[config.mk]
export PLATFORM = sky130hd
export DESIGN_NAME = ex_wb_scheduler
export DESIGN_NICKNAME = d
export VERILOG_FILES = /design/src/rtl/ex_sched_pkg.sv /design/src/rtl/wb_resv_table.sv /design/src/rtl/ex_wb_scheduler.sv
export SDC_FILE = /design/constraint.sdc
export NUM_CORES = 1
export LEC_CHECK = 0
export ABC_AREA = 1
export CORE_ASPECT_RATIO = 0.6
export CORE_MARGIN = 5
export CORE_UTILIZATION = 59
export CTS_CLUSTER_SIZE = 8
export DETAILED_ROUTE_END_ITERATION = 7
export GPL_ROUTABILITY_DRIVEN = 1
export PLACE_DENSITY = 0.82
export SYNTH_ARGS = -nofsm -noshare
export SYNTH_HDL_FRONTEND = slang
export SYNTH_SLANG_ARGS = --single-unit
[constraint.sdc]
create_clock -name clk -period 2.8 [get_ports clk]
set_input_delay 0.56 -clock clk [delete_from_list [all_inputs] [get_ports clk]]
set_output_delay 0.56 -clock clk [all_outputs]
set_load 0.005 [all_outputs]
[src/rtl/ex_sched_pkg.sv]
// Shared types for the EX-stage issue scheduler: unit codes and the
// writeback reservation slot entry.
package ex_sched_pkg;

    typedef enum logic [1:0] {
        FU_ALU  = 2'd0,
        FU_MUL  = 2'd1,
        FU_FADD = 2'd2,
        FU_DIV  = 2'd3
    } fu_e;

    localparam int SLOT_DST_W = 5;

    typedef struct packed {
        logic                  v;
        fu_e                   fu;
        logic [SLOT_DST_W-1:0] dst;
    } slot_t;

    localparam slot_t SLOT_EMPTY = '0;

    function automatic int max2(input int a, input int b);
        return (a > b) ? a : b;
    endfunction

endpackage

[src/rtl/wb_resv_table.sv]
// Shifting writeback reservation table. Entry k completes k cycles from now;
// entry 0 is the registered WB tag presented this cycle.
module wb_resv_table
    import ex_sched_pkg::*;
#(
    parameter int MAXLAT = 16,
    parameter int LW     = $clog2(MAXLAT + 1)
) (
    input  logic          clk,
    input  logic          reset_n,
    input  logic          i_clr,
    input  logic          i_wr_en,
    input  logic [LW-1:0] i_lat,
    input  slot_t         i_wr,
    output logic          o_probe_busy,
    output slot_t         o_head,
    output logic          o_pending
);

    slot_t r_slot [0:MAXLAT-1];

    // Probe at index L (due t+L); index MAXLAT is never occupied.
    always_comb begin
        o_probe_busy = 1'b0;
        for (int k = 1; k < MAXLAT; k++)
            if (i_lat == LW'(k)) o_probe_busy = r_slot[k].v;
    end

    always_comb begin
        o_pending = 1'b0;
        for (int k = 1; k < MAXLAT; k++)
            o_pending = o_pending | r_slot[k].v;
    end

    assign o_head = r_slot[0];

    // A new op of latency L lands at L-1 after the shift, i.e. due t+L.
    always_ff @(posedge clk) begin
        if (!reset_n || i_clr) begin
            for (int k = 0; k < MAXLAT; k++) r_slot[k] <= SLOT_EMPTY;
        end else begin
            for (int k = 0; k < MAXLAT - 1; k++) r_slot[k] <= r_slot[k+1];
            r_slot[MAXLAT-1] <= SLOT_EMPTY;
            if (i_wr_en)
                for (int k = 0; k < MAXLAT; k++)
                    if (i_lat == LW'(k + 1)) r_slot[k] <= i_wr;
        end
    end

endmodule

[src/rtl/ex_wb_scheduler.sv]
// EX-stage issue scheduler: reserves the shared writeback slot per op, stalls on
// slot conflicts or a busy divider, and drives unit start strobes and WB tags.
module ex_wb_scheduler
    import ex_sched_pkg::*;
#(
    parameter int LAT_ALU  = 1,
    parameter int LAT_MUL  = 3,
    parameter int LAT_FADD = 7,
    parameter int LAT_DIV  = 16,
    parameter int DST_W    = SLOT_DST_W
) (
    input  logic             clk,
    input  logic             reset_n,
    input  logic             issue_valid,
    input  logic [1:0]       issue_fu,
    input  logic             issue_sub,
    input  logic [DST_W-1:0] issue_dst,
    input  logic             flush,
    output logic             stall,
    output logic             alu_start,
    output logic             mul_start,
    output logic             fadd_start,
    output logic             fadd_sub,
    output logic             div_start,
    output logic             fu_kill,
    output logic             wb_valid,
    output logic [1:0]       wb_fu,
    output logic [DST_W-1:0] wb_dst,
    output logic             busy
);

    localparam int MAXLAT = max2(max2(LAT_ALU, LAT_MUL), max2(LAT_FADD, LAT_DIV));
    localparam int LW     = $clog2(MAXLAT + 1);
    localparam int DCW    = $clog2(LAT_DIV + 1);

    fu_e            w_fu;
    logic [LW-1:0]  w_lat;
    logic           w_slot_busy;
    logic           w_pending;
    logic           w_accept;
    logic           w_div_ok;
    slot_t          w_wr;
    slot_t          w_head;
    logic [DCW-1:0] r_div_cnt;
    logic           r_kill;

    assign w_fu = fu_e'(issue_fu);

    always_comb begin
        w_lat = LW'(LAT_ALU);
        case (w_fu)
            FU_ALU:  w_lat = LW'(LAT_ALU);
            FU_MUL:  w_lat = LW'(LAT_MUL);
            FU_FADD: w_lat = LW'(LAT_FADD);
            FU_DIV:  w_lat = LW'(LAT_DIV);
            default: w_lat = LW'(LAT_ALU);
        endcase
    end

    assign w_div_ok = (w_fu != FU_DIV) || (r_div_cnt == '0);
    // Reset and flush both suppress issue; flush outranks a valid op.
    assign w_accept = reset_n && issue_valid && !flush && !w_slot_busy && w_div_ok;
    assign stall    = issue_valid && !w_accept;

    assign alu_start  = w_accept && (w_fu == FU_ALU);
    assign mul_start  = w_accept && (w_fu == FU_MUL);
    assign fadd_start = w_accept && (w_fu == FU_FADD);
    assign fadd_sub   = fadd_start && issue_sub;
    assign div_start  = w_accept && (w_fu == FU_DIV);

    assign w_wr = '{v: 1'b1, fu: w_fu, dst: SLOT_DST_W'(issue_dst)};

    wb_resv_table #(.MAXLAT(MAXLAT), .LW(LW)) u_table (
        .clk         (clk),
        .reset_n     (reset_n),
        .i_clr       (flush),
        .i_wr_en     (w_accept),
        .i_lat       (w_lat),
        .i_wr        (w_wr),
        .o_probe_busy(w_slot_busy),
        .o_head      (w_head),
        .o_pending   (w_pending)
    );

    always_ff @(posedge clk) begin
        if (!reset_n || flush)
            r_div_cnt <= '0;
        else if (div_start)
            r_div_cnt <= DCW'(LAT_DIV - 1);
        else if (r_div_cnt != '0)
            r_div_cnt <= r_div_cnt - 1'b1;
    end

    always_ff @(posedge clk) begin
        if (!reset_n) r_kill <= 1'b0;
        else          r_kill <= flush;
    end

    assign fu_kill  = r_kill;
    assign wb_valid = w_head.v;
    assign wb_fu    = w_head.fu;
    assign wb_dst   = DST_W'(w_head.dst);
    assign busy     = w_pending || (r_div_cnt != '0);

endmodule

==> results.yml, run 1 <==
worst_setup_path:
  endpoint_kind: "primary output"
  crit_fanout: 5
  startpoint_type: "input port"
  critical_path.startpoint: "issue_fu[1]"
  path_buf_inv: 5
  cp_data_required_time_ns: 2.24
  slowest_stage: "a211oi_2"
  worstPathArrival_ns: 2.11
  crit_chain: "buf_4, buf_6, ha_1, a211oi_2, nand2_2, a21oi_2, nand2_2, nand2_4, buf_4, nand2_2, inv_1, clkdlybuf4s15_1"
  path_common_cell: "nand2_2"
  critical-path-top-delay-family: "buffers and inverters"
  r2r-start: "r_div_cnt[1]"
  crit_type: "input port to primary output"
  max_stage_delay_ns: 0.25
route:
  viasPerCell: 4.84
  routedWlPerCell_um: 13.0
  vias: 3918
  drtAntennaViolNets: 0
  first_iter_violations: 276
  drt-total-wl_um: 10500
  drc: 0
  dr.pass1.iters: 5
sta:
  finalHoldViolCount: 0
  fin_crit_ns: 2.67
  period_share: 0.953
  rsz0062_at_grt: "false"
  finalSetupViolCount: 0
  slew_viol_final: 0
  hold_ws_ns: 0.400
  fin_skew_ns: 0.00850
  tightest_slew_ns: 0.634
  relSlewSlack: 0.576
  setup_tns_ns: 0
  setup_ws_ns: 0.133
  maxClockFrequency_mhz: 375
placement:
  place_congestion: 0.843
  place_ws_ns: -0.661
  port_buffers: 27
  hpwl_um: 6760
yosys:
  netlist_top_cells_area: "edfxtp_1 36%, dfxtp_1 26%, nor2_1 8.0%"
  yosys-top-cells-count: "113 x nor2_1, 92 x inv_1, 70 x dfxtp_1, 66 x nand2_1, 64 x edfxtp_1"
  syn-mean-instance-area_sq_um: 9.22
  yosys.area.top_type: "edfxtp_1"
  syn-cell-area_sq_mm: 0.00531
  synth-seq-cells: 134
  synthMostInstantiatedCell: "nor2_1"
  yosys_warnings: 0
  synth_top_flop_cell: "dfxtp_1"
  syn_inst: 576
  async_reset_ff_frac: 0
  ys_types: 29
  synth_enable_flop_cells: 64
  synth_sequential_area_ratio: 0.626
  synth_top_area_frac: 0.362
final_layout:
  fill_cells: 569
  syn2layout_area_growth_pct: 25.9
  nets: 706
  insertedDiodeCount: 0
  drive_gt1_frac: 0.130
  fin_util: 0.773
hold_path:
  hold_path.startpoint: "u_table.r_slot[12][6]"
  worst_hold_path_type: "register to register"
clocking:
  postCtsHoldBufs: 0
  cts-root-buf: "clkbuf_16"
  htree_levels: 4
  path_clk_slew_ns: 0.06
  cts_sinks: 134
  cts_tree: "built"
  cts_made_buffers: 17
  cts_buffer_depth: 2
  clk_latency_ns: 0.42
global_route:
  grt_max_degree: 90
  gr-total-overflow: 0
  grt_pass1_wl_um: 17200
  track_usage: 0.199
  grt_pass1_vias: 3761
  antenna_found_initial: 0
die:
  die_h_um: 83.5
  fp.dieW_um: 132
  ios: 28
  coreArea_sq_mm: 0.00865
  rows: 26
  start_util: 0.614
  dieArea_sq_mm: 0.0111
power_and_ir_drop:
  p_leak_nw: 2.77
  ir_drop_mv: 0.590
  finalPower_mw: 4.61
  power_density_mw_per_mm2: 690
job:
  maxCapViolations: 0
status:
  status: "complete, no violations"
## worst min-delay path: stages, from the launching register on
cell,delay [ns]
dfxtp_1,0.29
inv_1,0.04
nor2_1,0.03
## registers in the layout, indices dropped and copies added, names as in the netlist
register,cells
u_table.r_slot,128
r_div_cnt,5
fu_kill,1
## placed cells by master (no fill, tap or decap), types with 3 or more instances in the layout
| cell type | instances |
|---|---|
| clkinv_4 | 3 |
| clkbuf_16 | 17 |
| inv_2 | 7 |
| clkdlybuf4s50_1 | 17 |
| nand2_2 | 9 |
| edfxtp_1 | 64 |
| inv_4 | 5 |
| buf_4 | 25 |
| conb_1 | 64 |
| nor3_1 | 9 |
| nand2_1 | 61 |
| dfxtp_1 | 70 |
| o21ai_0 | 6 |
| buf_6 | 3 |
| a21oi_1 | 54 |
| clkbuf_1 | 5 |
| nand3_1 | 38 |
| nor2_1 | 111 |
| ha_4 | 4 |
| nor4_1 | 3 |
| inv_1 | 89 |
| dlygate4sd2_1 | 4 |
## layer usage
metal | wire (um) | global-route usage
met1 | 4520 | 0.237
met2 | 5220 | 0.333
met3 | 644 | 0.0741
met4 | 130 | 0.0726
met5 | 0 | 0
## timing repair
action,4_1_cts,5_1_grt
endpoints found under the setup margin,36,12
buffers inserted,2,1
resized for setup,28,22
pin swaps,6,8
## area by class of cell
type | instances | area (sq um) | share of cell area
repair buffers | 55 | 512 | 0.0765
well taps | 112 | 140 | 0.0210
inverters | 100 | 384 | 0.0574
flip-flops and latches | 134 | 3320 | 0.497
clock inverters | 7 | 72.6 | 0.0109
clock buffers | 24 | 472 | 0.0705
multi-input cells | 378 | 1780 | 0.267
## worst paths after layout
kind,to,slack [ns],cells past startpoint
min reg2reg,u_table.r_slot[11][6],0.40,2
max reg2reg,u_table.r_slot[15][5],0.32,14
min,u_table.r_slot[11][6],0.40,2
max,mul_start,0.13,12
## logic make-up (layout without fill, tap and decap cells)
group	after synthesis	after routing	share of synthesized area
AOI/OAI and AO/OA	66	66	0.0648
xor gates and xnor gates	1	1	0.00165
adders and majority gates	8	8	0.0189
buffers and inverters	127	186	0.100
DFF	134	134	0.626
other	1	64	0.000706
and+or+nand+nor	239	239	0.188
## through the flow
step                cell area [sq um]  instances
floorplan                        5550        639
global placement                 6010        776
detailed placement               6010        776
CTS                              6620        809
global route                     6690        810
finish                           6690        810
## report_power, final
group	internal (mW)	switching (mW)
sequential	2.12	0.0267
clock	1.27	0.767
combinational	0.165	0.265
total	3.55	1.06
(Power assumes the default switching activity.)
==> run 2: changes to the inputs <==
Settings changed: CTS_CLUSTER_DIAMETER set to 80.
==> results of run 2 <==
The final DEF is identical to that of run 1; final timing and power are the same.
==> run 3: changes to the inputs <==
Settings changed: CORE_ASPECT_RATIO 0.6 to not set.
==> run 3 against run 2 <==
  * Setup slack improved by 0.0074 ns
  * Combinational power hardly changed
  * Register-to-register slack improved by 0.02 ns
  * Largest cell class unchanged
  * Clock power increased by 13%
  * Clock skew shrank 0.0016 ns
  * Power grew 5.4%
  * Clock-buffer cell count shrank 7
  * Worst hold slack improved by 0.0083 ns
  * Design area rose by 1.0%
  * Wire length is essentially flat
  * Critical endpoint is now div_start
  * Sequential power hardly changed
  * First-iteration DRC count is 0.36% lower
==> results.yml, run 3 (same netlist as run 1, synthesis figures left out) <==
global_route:
  antenna_found_initial: 0
  grt_max_degree: 90
  met2_usage: 0.362
  grt_pass1_wl_um: 17900
  use_met1: 0.223
  grtUsageMet3: 0.0641
  grt_pass1_vias: 4095
  track_usage: 0.203
  busiest_layer: "met2"
  gr-total-overflow: 0
worst_setup_path:
  worstPathArrival_ns: 2.10
  r2r-start: "r_div_cnt[1]"
  r2r_slack_ns: 0.34
  crit_fanout: 4
  r2r-end: "u_table.r_slot[15][2]"
  crit_type: "register to primary output"
  endpoint_kind: "primary output"
  r2r_cells: 14
  cp_data_required_time_ns: 2.24
  startpoint_type: "register"
sta:
  finalSetupViolCount: 0
  tightest_slew_ns: 0.681
  fin_skew_ns: 0.00687
  setup_ws_ns: 0.140
  maxClockFrequency_mhz: 376
  rsz0062_at_grt: "true"
  finalHoldViolCount: 0
  fin_crit_ns: 2.66
  hold_ws_ns: 0.408
  relSlewSlack: 0.545
  slew_viol_final: 0
  period_share: 0.950
clocking:
  cts_made_buffers: 17
  path_clk_slew_ns: 0.06
  clk_latency_ns: 0.51
  htree_levels: 4
  cts_buffer_depth: 2
  cts_tree: "built"
  postCtsHoldBufs: 0
  cts_sinks: 134
  cts-root-buf: "clkbuf_8"
final_layout:
  layout_commonest_cell: "nor2_1"
  largest_reg_flops: 128
  nets: 709
  top_register: "u_table.r_slot"
  syn2layout_area_growth_pct: 27.2
  drive_gt1_frac: 0.141
  insertedDiodeCount: 0
  final_cell_mix: "111 x nor2_1, 90 x inv_1, 70 x dfxtp_1, 64 x edfxtp_1, 64 x conb_1"
die:
  rows: 34
  coreArea_sq_mm: 0.00876
  start_util: 0.606
  ios: 28
  die_h_um: 105
  fp.dieW_um: 105
  dieArea_sq_mm: 0.0110
route:
  routedWlPerCell_um: 13.0
  drtAntennaViolNets: 0
  drt-total-wl_um: 10500
  viasPerCell: 4.83
  vias: 3914
  drc: 0
  first_iter_violations: 275
  dr.pass1.iters: 4
placement:
  place_congestion: 0.868
  port_buffers: 27
  place_ws_ns: -0.701
  hpwl_um: 6390
power_and_ir_drop:
  p_leak_nw: 2.80
  p_sw_mw: 1.12
  p_int_mw: 3.74
  finalPower_mw: 4.86
  combPwrFrac: 0.088
  clkPwrFrac: 0.470
  power_density_mw_per_mm2: 719
  swShare: 0.229
  seqPwrFrac: 0.441
  ir_drop_mv: 0.505
hold_path:
  hold_depth: 2
  worst_hold_path_type: "register to register"
  min_to: "u_table.r_slot[8][1]"
  hold_path.startpoint: "u_table.r_slot[9][1]"
status:
  status: "complete, no violations"
job:
  maxCapViolations: 0
## run 3: cell count changes in the layout (fill, tap and decap cells not counted), moves of 2 or more
cell / delta
clkbuf_1: -5
bufinv_16: +3
dlygate4sd2_1: -3
inv_4: -3
buf_2: +2
buf_4: +2
clkbuf_2: +2
clkinvlp_4: +2
inv_6: +2
## run 3: worst max-delay path, stage by stage, from the launching register on
cell             delay, ns
dfxtp_1               0.31
inv_1                 0.07
ha_2                  0.17
nand2_1               0.07
nor2_2                0.11
nand2_2               0.09
nand2_2               0.07
nand2_2               0.06
a21oi_2               0.13
nand2_2               0.08
nand2_4               0.09
nand2_1               0.08
inv_1                 0.06
clkdlybuf4s15_1       0.19
## run 3: timing repair
item / 4_1_cts / 5_1_grt
setup buffers: 5 / 0
gates resized for setup: 36 / 17
endpoints found under the hold margin: 0 / 0
pin swaps: 6 / 3
endpoints found under the setup margin: 14 / 7
## run 3: area by class of cell
cell class,count,area [sq um]
clock buffer,17,414
clock inverter,15,203
fill,589,2010
inverter,100,387
multi-input combinational,378,1780
sequential,134,3320
tap,108,135
timing repair buffer,58,518
## run 3: power groups by stage
stage                     combinational (mW)  clock (mW)  sequential [mW]
after floorplan                        0.256           0             2.18
after CTS                              0.416        2.31             2.14
after detailed placement               0.361           0             2.18
after global routing                   0.481        2.42             2.15
after global placement                 0.344           0             2.18
final                                  0.429        2.29             2.14
## run 3: worst max-delay path by stage
stage	start	end	slack [ns]	cells past startpoint
CTS	r_div_cnt[1]	mul_start	-0.06	14
floorplan	issue_fu[0]	mul_start	0.23	16
global placement	issue_fu[0]	mul_start	-0.58	17
detailed placement	issue_fu[0]	mul_start	-0.70	17
finish	r_div_cnt[1]	div_start	0.14	13
global route	r_div_cnt[1]	div_start	-0.04	13
## run 3: metrics by stage
| stage | TNS [ns] | util | std cells | area [sq um] |
|---|---|---|---|---|
| 5_1_grt | -0.0761 | 0.771 | 810 | 6760 |
| 6_report | 0 | 0.771 | 810 | 6760 |
| 3_5_place_dp | -22.65 | 0.687 | 773 | 6020 |
| 4_1_cts | -0.0601 | 0.767 | 810 | 6720 |
| 3_3_place_gp | -14.32 | 0.687 | 773 | 6020 |
| 2_1_floorplan | 0 | - | 639 | 5550 |
## run 3: layer usage
layer / vias to the layer above / wire, um
li1: 1981 / -
met1: 1823 / 4250
met2: 87 / 5600
met3: 23 / 454
met4: 0 / 209
met5: - / 0
